--- src/rtl/jtag_work_ctrl.sv ---
// jtag_work_ctrl
//   Host-side work/result controller sitting between the in-system
//   source/probe endpoints and the hasher core.
//   - Toggle-strobed 32-bit host commands land in shadow midstate/data regs.
//   - A commit copies the complete shadow set into the work registers and
//     offers it to the hasher over a valid/ready handshake.
//   - Nonces returned by the hasher are queued in a small FIFO that the host
//     reads (probe_nonce) and pops (command index 14).
//
// Parameters
//   FIFO_DEPTH     nonce FIFO entries, 2 or 4 (count is reported in 3 bits)
//
// Optional feature (compile-time macro)
//   CMD_PARITY_EN  when defined, src_ctrl[6] must be the even-parity bit over
//                  {src_word, src_ctrl[3:0]}; a mismatching command is dropped
//                  and counted in err_cnt.
//
// Ports
//   clk            system clock
//   reset          asynchronous active-high reset
//   src_word       command payload (host domain, quasi-static)
//   src_ctrl       [7] strobe toggle, [6] parity, [3:0] command index
//   work_valid     work offer to hasher
//   work_ready     hasher accepts work
//   work_midstate  midstate words 0..7, word0 in [31:0]
//   work_data      data words 8..10, word8 in [31:0]
//   nonce_valid    one-cycle nonce-found pulse
//   nonce          nonce accompanying nonce_valid
//   probe_nonce    FIFO head, 0 when empty
//   probe_status   {ovf_cnt, err_cnt, fifo_count, state, load_mask}
module jtag_work_ctrl #(
    parameter int FIFO_DEPTH = 4
) (
    input  logic         clk,
    input  logic         reset,
    input  logic [31:0]  src_word,
    input  logic [7:0]   src_ctrl,
    output logic         work_valid,
    input  logic         work_ready,
    output logic [255:0] work_midstate,
    output logic [95:0]  work_data,
    input  logic         nonce_valid,
    input  logic [31:0]  nonce,
    output logic [31:0]  probe_nonce,
    output logic [31:0]  probe_status
);

    typedef enum logic [1:0] {
        ST_IDLE  = 2'd0,
        ST_ISSUE = 2'd1,
        ST_RUN   = 2'd2
    } state_t;

    localparam logic [10:0] MASK_FULL = 11'h7FF;

    // Saturating 8-bit increment for the diagnostic counters.
    function automatic logic [7:0] sat_inc8(input logic [7:0] v);
        if (v == 8'hFF) begin
            return v;
        end else begin
            return v + 8'd1;
        end
    endfunction

    // Even-parity bit: the value that makes the total number of ones even.
    function automatic logic even_parity(input logic [35:0] d);
        return ^d;
    endfunction

    // Synchroniser and strobe-edge registers.
    logic [31:0] src_word_meta_r, src_word_sync_r;
    logic [7:0]  src_ctrl_meta_r, src_ctrl_sync_r;
    logic        strobe_d_r;

    // Command decode.
    logic        strobe_s, parity_ok_s, cmd_fire_s, parity_fail_s;
    logic        cmd_write_s, cmd_pop_s, cmd_commit_s, commit_ok_s, err_inc_s;
    logic [3:0]  cmd_idx_s;
    logic        unused_ctrl_s;

    // Shadow / work state.
    logic [31:0]  shadow_r [0:10];
    logic [10:0]  load_mask_r;
    state_t       state_r;
    logic         work_valid_r;
    logic [255:0] work_midstate_r;
    logic [95:0]  work_data_r;
    logic [7:0]   err_cnt_r, ovf_cnt_r;

    // Nonce FIFO (shift style: entry 0 is always the head).
    logic [31:0] fifo_mem_r  [0:FIFO_DEPTH-1];
    logic [31:0] fifo_next_s [0:FIFO_DEPTH-1];
    logic [2:0]  fifo_cnt_r, fifo_cnt_next_s, wr_idx_s;
    logic        fifo_pop_s, fifo_push_s, fifo_full_s, fifo_ovf_s;

    // Two-flop synchronisers plus the delayed strobe bit for toggle detection.
    always_ff @(posedge clk or posedge reset) begin
        if (reset) begin
            src_word_meta_r <= 32'd0;
            src_word_sync_r <= 32'd0;
            src_ctrl_meta_r <= 8'd0;
            src_ctrl_sync_r <= 8'd0;
            strobe_d_r      <= 1'b0;
        end else begin
            src_word_meta_r <= src_word;
            src_word_sync_r <= src_word_meta_r;
            src_ctrl_meta_r <= src_ctrl;
            src_ctrl_sync_r <= src_ctrl_meta_r;
            strobe_d_r      <= src_ctrl_sync_r[7];
        end
    end

    // Command decode: any toggle of the synced strobe bit fires one command.
    always_comb begin
        strobe_s  = src_ctrl_sync_r[7] ^ strobe_d_r;
        cmd_idx_s = src_ctrl_sync_r[3:0];
`ifdef CMD_PARITY_EN
        parity_ok_s   = (src_ctrl_sync_r[6] ==
                         even_parity({src_word_sync_r, src_ctrl_sync_r[3:0]}));
        unused_ctrl_s = ^src_ctrl_sync_r[5:4];
`else
        parity_ok_s   = 1'b1;
        unused_ctrl_s = ^{src_ctrl_sync_r[6:4], even_parity(36'd0)};
`endif
        cmd_fire_s    = strobe_s & parity_ok_s;
        parity_fail_s = strobe_s & ~parity_ok_s;
        cmd_write_s   = cmd_fire_s & (cmd_idx_s <= 4'd10);
        cmd_pop_s     = cmd_fire_s & (cmd_idx_s == 4'd14);
        cmd_commit_s  = cmd_fire_s & (cmd_idx_s == 4'd15);
        commit_ok_s   = cmd_commit_s & (state_r != ST_ISSUE) & (load_mask_r == MASK_FULL);
        // A commit is an error if the hasher still owns the offer or the set is incomplete.
        err_inc_s     = parity_fail_s |
                        (cmd_commit_s & ((state_r == ST_ISSUE) | (load_mask_r != MASK_FULL)));
    end

    // Shadow registers and load mask; the mask is sticky so single words can be rewritten.
    always_ff @(posedge clk or posedge reset) begin
        if (reset) begin
            for (int i = 0; i < 11; i++) begin
                shadow_r[i] <= 32'd0;
            end
            load_mask_r <= 11'd0;
        end else begin
            for (int i = 0; i < 11; i++) begin
                if (cmd_write_s && (cmd_idx_s == 4'(i))) begin
                    shadow_r[i]    <= src_word_sync_r;
                    load_mask_r[i] <= 1'b1;
                end else begin
                    shadow_r[i]    <= shadow_r[i];
                    load_mask_r[i] <= load_mask_r[i];
                end
            end
        end
    end

    // Issue FSM: owns the work registers and the registered work_valid.
    always_ff @(posedge clk or posedge reset) begin
        if (reset) begin
            state_r         <= ST_IDLE;
            work_valid_r    <= 1'b0;
            work_midstate_r <= 256'd0;
            work_data_r     <= 96'd0;
        end else begin
            case (state_r)
                ST_IDLE, ST_RUN: begin
                    if (commit_ok_s) begin
                        for (int i = 0; i < 8; i++) begin
                            work_midstate_r[32*i +: 32] <= shadow_r[i];
                        end
                        for (int i = 0; i < 3; i++) begin
                            work_data_r[32*i +: 32] <= shadow_r[8+i];
                        end
                        state_r      <= ST_ISSUE;
                        work_valid_r <= 1'b1;
                    end else begin
                        state_r      <= state_r;
                        work_valid_r <= 1'b0;
                    end
                end
                ST_ISSUE: begin
                    if (work_valid_r && work_ready) begin
                        state_r      <= ST_RUN;
                        work_valid_r <= 1'b0;
                    end else begin
                        state_r      <= ST_ISSUE;
                        work_valid_r <= 1'b1;
                    end
                end
                default: begin
                    state_r      <= ST_IDLE;
                    work_valid_r <= 1'b0;
                end
            endcase
        end
    end

    // FIFO next-state: pop shifts toward the head (zero-filling), push lands after the survivors.
    always_comb begin
        fifo_full_s = (fifo_cnt_r == 3'(FIFO_DEPTH));
        fifo_pop_s  = cmd_pop_s & (fifo_cnt_r != 3'd0);
        fifo_push_s = nonce_valid & (~fifo_full_s | fifo_pop_s);
        fifo_ovf_s  = nonce_valid & fifo_full_s & ~fifo_pop_s;
        wr_idx_s    = fifo_cnt_r - {2'b00, fifo_pop_s};
        for (int i = 0; i < FIFO_DEPTH; i++) begin
            fifo_next_s[i] = fifo_mem_r[i];
        end
        if (fifo_pop_s) begin
            for (int i = 0; i < FIFO_DEPTH - 1; i++) begin
                fifo_next_s[i] = fifo_mem_r[i+1];
            end
            fifo_next_s[FIFO_DEPTH-1] = 32'd0;
        end else begin
            fifo_next_s[0] = fifo_mem_r[0];
        end
        for (int i = 0; i < FIFO_DEPTH; i++) begin
            if (fifo_push_s && (wr_idx_s == 3'(i))) begin
                fifo_next_s[i] = nonce;
            end else begin
                fifo_next_s[i] = fifo_next_s[i];
            end
        end
        fifo_cnt_next_s = fifo_cnt_r + {2'b00, fifo_push_s} - {2'b00, fifo_pop_s};
    end

    // FIFO storage and occupancy.
    always_ff @(posedge clk or posedge reset) begin
        if (reset) begin
            for (int i = 0; i < FIFO_DEPTH; i++) begin
                fifo_mem_r[i] <= 32'd0;
            end
            fifo_cnt_r <= 3'd0;
        end else begin
            for (int i = 0; i < FIFO_DEPTH; i++) begin
                fifo_mem_r[i] <= fifo_next_s[i];
            end
            fifo_cnt_r <= fifo_cnt_next_s;
        end
    end

    // Saturating error and overflow counters, cleared only by reset.
    always_ff @(posedge clk or posedge reset) begin
        if (reset) begin
            err_cnt_r <= 8'd0;
            ovf_cnt_r <= 8'd0;
        end else begin
            err_cnt_r <= err_inc_s  ? sat_inc8(err_cnt_r) : err_cnt_r;
            ovf_cnt_r <= fifo_ovf_s ? sat_inc8(ovf_cnt_r) : ovf_cnt_r;
        end
    end

    assign work_valid    = work_valid_r;
    assign work_midstate = work_midstate_r;
    assign work_data     = work_data_r;
    assign probe_nonce   = fifo_mem_r[0];
    assign probe_status  = {ovf_cnt_r, err_cnt_r, fifo_cnt_r, state_r, load_mask_r};

endmodule
--- config.mk ---
export PLATFORM = sky130hd
export DESIGN_NAME = jtag_work_ctrl
export DESIGN_NICKNAME = d
export VERILOG_FILES = /design/src/rtl/jtag_work_ctrl.sv
export SDC_FILE = /design/constraint.sdc
export NUM_CORES = 1
export LEC_CHECK = 0
export ABC_AREA = 1
export BUFFER_PORTS_ARGS = -buffer_cell sky130_fd_sc_hd__buf_2
export CORE_MARGIN = 8
export CORE_UTILIZATION = 50
export DETAILED_ROUTE_END_ITERATION = 10
export PLACE_DENSITY = 0.73
export SKIP_CTS_REPAIR_TIMING = 1
export SLEW_MARGIN = 30
export SYNTH_ARGS = -nofsm -noshare
export SYNTH_HDL_FRONTEND = slang
export SYNTH_SLANG_ARGS = --single-unit
--- constraint.sdc ---
create_clock -name clk -period 35.5 [get_ports clk]
set_input_delay 7.1 -clock clk [delete_from_list [all_inputs] [get_ports clk]]
set_output_delay 7.1 -clock clk [all_outputs]
set_load 0.05 [all_outputs]
==> metrics.md <==
| Metric | Value |
|---|---|
| Status | finished, final reports clean |
| Synth Cell Area | 0.03742 mm2 |
| DR vias/cell | 5.699 |
| Final net count | 4354 |
| Synth Instances | 4020 |
| Die height | 289.6 um |
| Setup Total Neg Slack | 0 ns |
| Max Slew Vio Count | 0 |
| Multiplexer share of the synthesized area | 0 |
| CP Capture Type | asynchronous set/reset pin |
| Total track usage | 0.2737 |
| Share of the synthesized area in the top cell type | 0.6286 |
| Post-route ant nets | 0 |
| Sw Share | 0.3196 |
| CTS Sinks | 940 |
| Final worst path period share | 0.2857 |
| Io pins | 493 |
| Simple-gate share of the synthesized area | 0.2614 |
| RSZ-0062 raised after global routing | false |
| Vias in the first global route | 28410 |
| H-tree depth | 3 |
| Clk buf depth | 3 |
| Worst setup path category | primary input to asynchronous set/reset pin |
| Clock skew | 0.03456 ns |
| Yosys top cell by area | dfrtp_1 |
| Total Routed Length | 117.1 mm |
| Row count | 100 |
| Final Setup Violations | 0 |
| Final HPWL DP | 68.22 mm |
| Final setup margin | 25.36 ns |
| Routability cong. | 0.8105 |
| Syn avg cell area | 9.309 um2 |
| Commonest cells after routing, fill and taps aside | nand2_1, dfrtp_1, buf_2 |
| Area grow syn2layout | 15.44% |
| Starting Density | 0.5035 |
| Largest family of logic cells by synthesized area | simple AND/OR/NAND/NOR gates |
| Crit path required time | 36.19 ns |
| Latest clock arrival within the worst-skew pair | 0.67 ns |
| Die width | 289.6 um |
| Combinational power share | 0.182 |
| Routed len/inst | 21.98 um |
| PD cells | 66.80 mW/mm2 |
| CTS Buf Count | 97 |
| P_sw | 922.2 uW |
| Synth warn | 0 |
| Layout cells sized above 1 | 0.1670 |
| CP Launch Type | primary input |
| Largest net degree at the start of global routing | 212 |
| Arr. time, crit path | 10.83 ns |
| Crit-path max FO | 106 |
| Max Fclk | 0.09861 GHz |
| Total congestion overflow | 0 |
| Initial antenna violation count | 8 |
| Xor and xnor area share after synthesis | 0.003243 |
| Total of max-cap violations | 0 |
| R2r setup slk | 31.10 ns |
| IO buf count | 489 |
| CTS tree | yes |
| Placeable Area | 0.07432 mm2 |
| Clk root buf | clkbuf_16 |
| Min Tclk post-route | 10.14 ns |
| Slew HR | 0.3069 |
| Clock network fraction of total power | 0.351 |
| Post-synthesis compound-gate area fraction | 0.04818 |
| Starting DRT DRC Count | 3682 |
| Pleak | 23.53 nW |
| Yosys cell types | 26 |
| Cell internal pwr | 1.963 mW |
| Net count after synthesis | 4103 |
| Worst min path class | register to register |
| Die area | 0.08385 mm2 |
| First-pass GRT wire length | 176.8 mm |
| Vias | 30351 |
| Synth area leaders | dfrtp_1, nand2_1, nand4_1, o21ai_0, clkbuf_1 |
| Sequential fraction of design power | 0.467 |
| Worst-path clk slew | 0.06 ns |
| Seq/Total Area, Yosys | 0.6286 |
| Most common cell after layout, fill and taps aside | nand2_1 |
| Final Hold Vio Count | 0 |
| Peak VDD IR | 0.06157 mV |
| Worst Hold Slack | 0.3343 ns |
| Synthesized flop and latch total | 940 |
| Slew @ Worst Pin | 1.038 ns |
| Pre-CTS setup slack | 24.42 ns |
| DRC viols | 0 |
| Post-synthesis adder-cell area fraction | 0.002541 |
| First-pass DRT Iterations | 5 |
-- through the flow --
stage / total power [mW] / instances / utilization / cell area [um2]
floorplan: 1.760 / 4020 / - / 37420
CTS: 2.899 / 5315 / 0.5798 / 43090
global route: 3.016 / 5318 / 0.5810 / 43180
detailed placement: 1.884 / 5139 / 0.5367 / 39890
global placement: 1.866 / 5139 / 0.5365 / 39870
finish: 2.886 / 5326 / 0.5812 / 43200
-- layer usage --
layer / vias to the layer above / routed length, um / part of all wire / global-route usage
met4: 0 / 4694 / 0.040 / 0.1125
met5: - / 0 / 0 / 0
met3: 214 / 11270 / 0.096 / 0.07074
met1: 14904 / 46600 / 0.40 / 0.3721
met2: 1437 / 54500 / 0.47 / 0.4192
li1: 13796 / - / - / -
-- layout make-up --
type                    count  area (um2)
clock inverters            28       395.4
repair buffers            537        2933
flip-flops and latches    940       23520
well taps                 969        1212
multi-input cells        2595       11910
diodes                      9       22.52
inverters                 100       391.6
fillers                  6444       31120
clock buffers             148        2809
-- power by group through the flow --
stage               logic, mW  registers, mW  clock network [mW]
floorplan               0.372           1.39                   0
global placement        0.513           1.35                   0
detailed placement      0.525           1.36                   0
CTS                     0.528           1.34                1.03
global route            0.581           1.36                1.07
finish                  0.527           1.35                1.01
-- logic make-up after synthesis --
group	after synthesis
compound gates	358
xor+xnor	13
fa+ha+maj	7
buf+inv	485
flops	940
simple gates	2217
-- Yosys cell counts --
master	instances
inv_2	3
nor2_2	2
buf_4	37
buf_1	28
nand3_1	154
o21ai_0	356
buf_2	110
nor3_2	1
clkbuf_1	210
nor3_1	6
fa_1	1
xor2_2	1
xor2_1	7
clkinv_1	1
nand3b_1	4
nand2_1	1549
xnor2_1	5
inv_1	96
nand3_2	4
dfrtp_1	940
ha_1	6
o21ai_1	1
or2_1	1
a21oi_4	1
nor2_1	14
nand4_1	482
-- path summary, 6_finish.rpt --
path,start,to,depth (start not counted)
max,reset,shadow_r[249],6
min,src_word_meta_r[1],src_word_sync_r[1],0
max reg2reg,state_r[0],work_midstate[58],10
min reg2reg,src_word_meta_r[1],src_word_sync_r[1],0
max in group clk,fifo_cnt_r[2],probe_status[15],1
min in group asynchronous,reset,src_word_meta_r[5],2
-- sequential cells by signal (all words and copies together) (netlist names) --
signal	flops
src_ctrl_sync_r	5
work_midstate	256
work_data	96
ovf_cnt_r	8
err_cnt_r	8
src_word_sync_r	32
load_mask_r	11
probe_nonce	32
fifo_cnt_r	3
src_word_meta_r	32
work_valid	1
fifo_mem_r	96
shadow_r	352
src_ctrl_meta_r	5
strobe_d_r	1
state_r	2
-- critical path, cell delays in order --
cell	delay, ns
buf_2	0.13
inv_8	0.42
buf_4	0.77
buf_4	0.78
buf_6	0.67
buf_4	0.73
(Power assumes the default switching activity.)
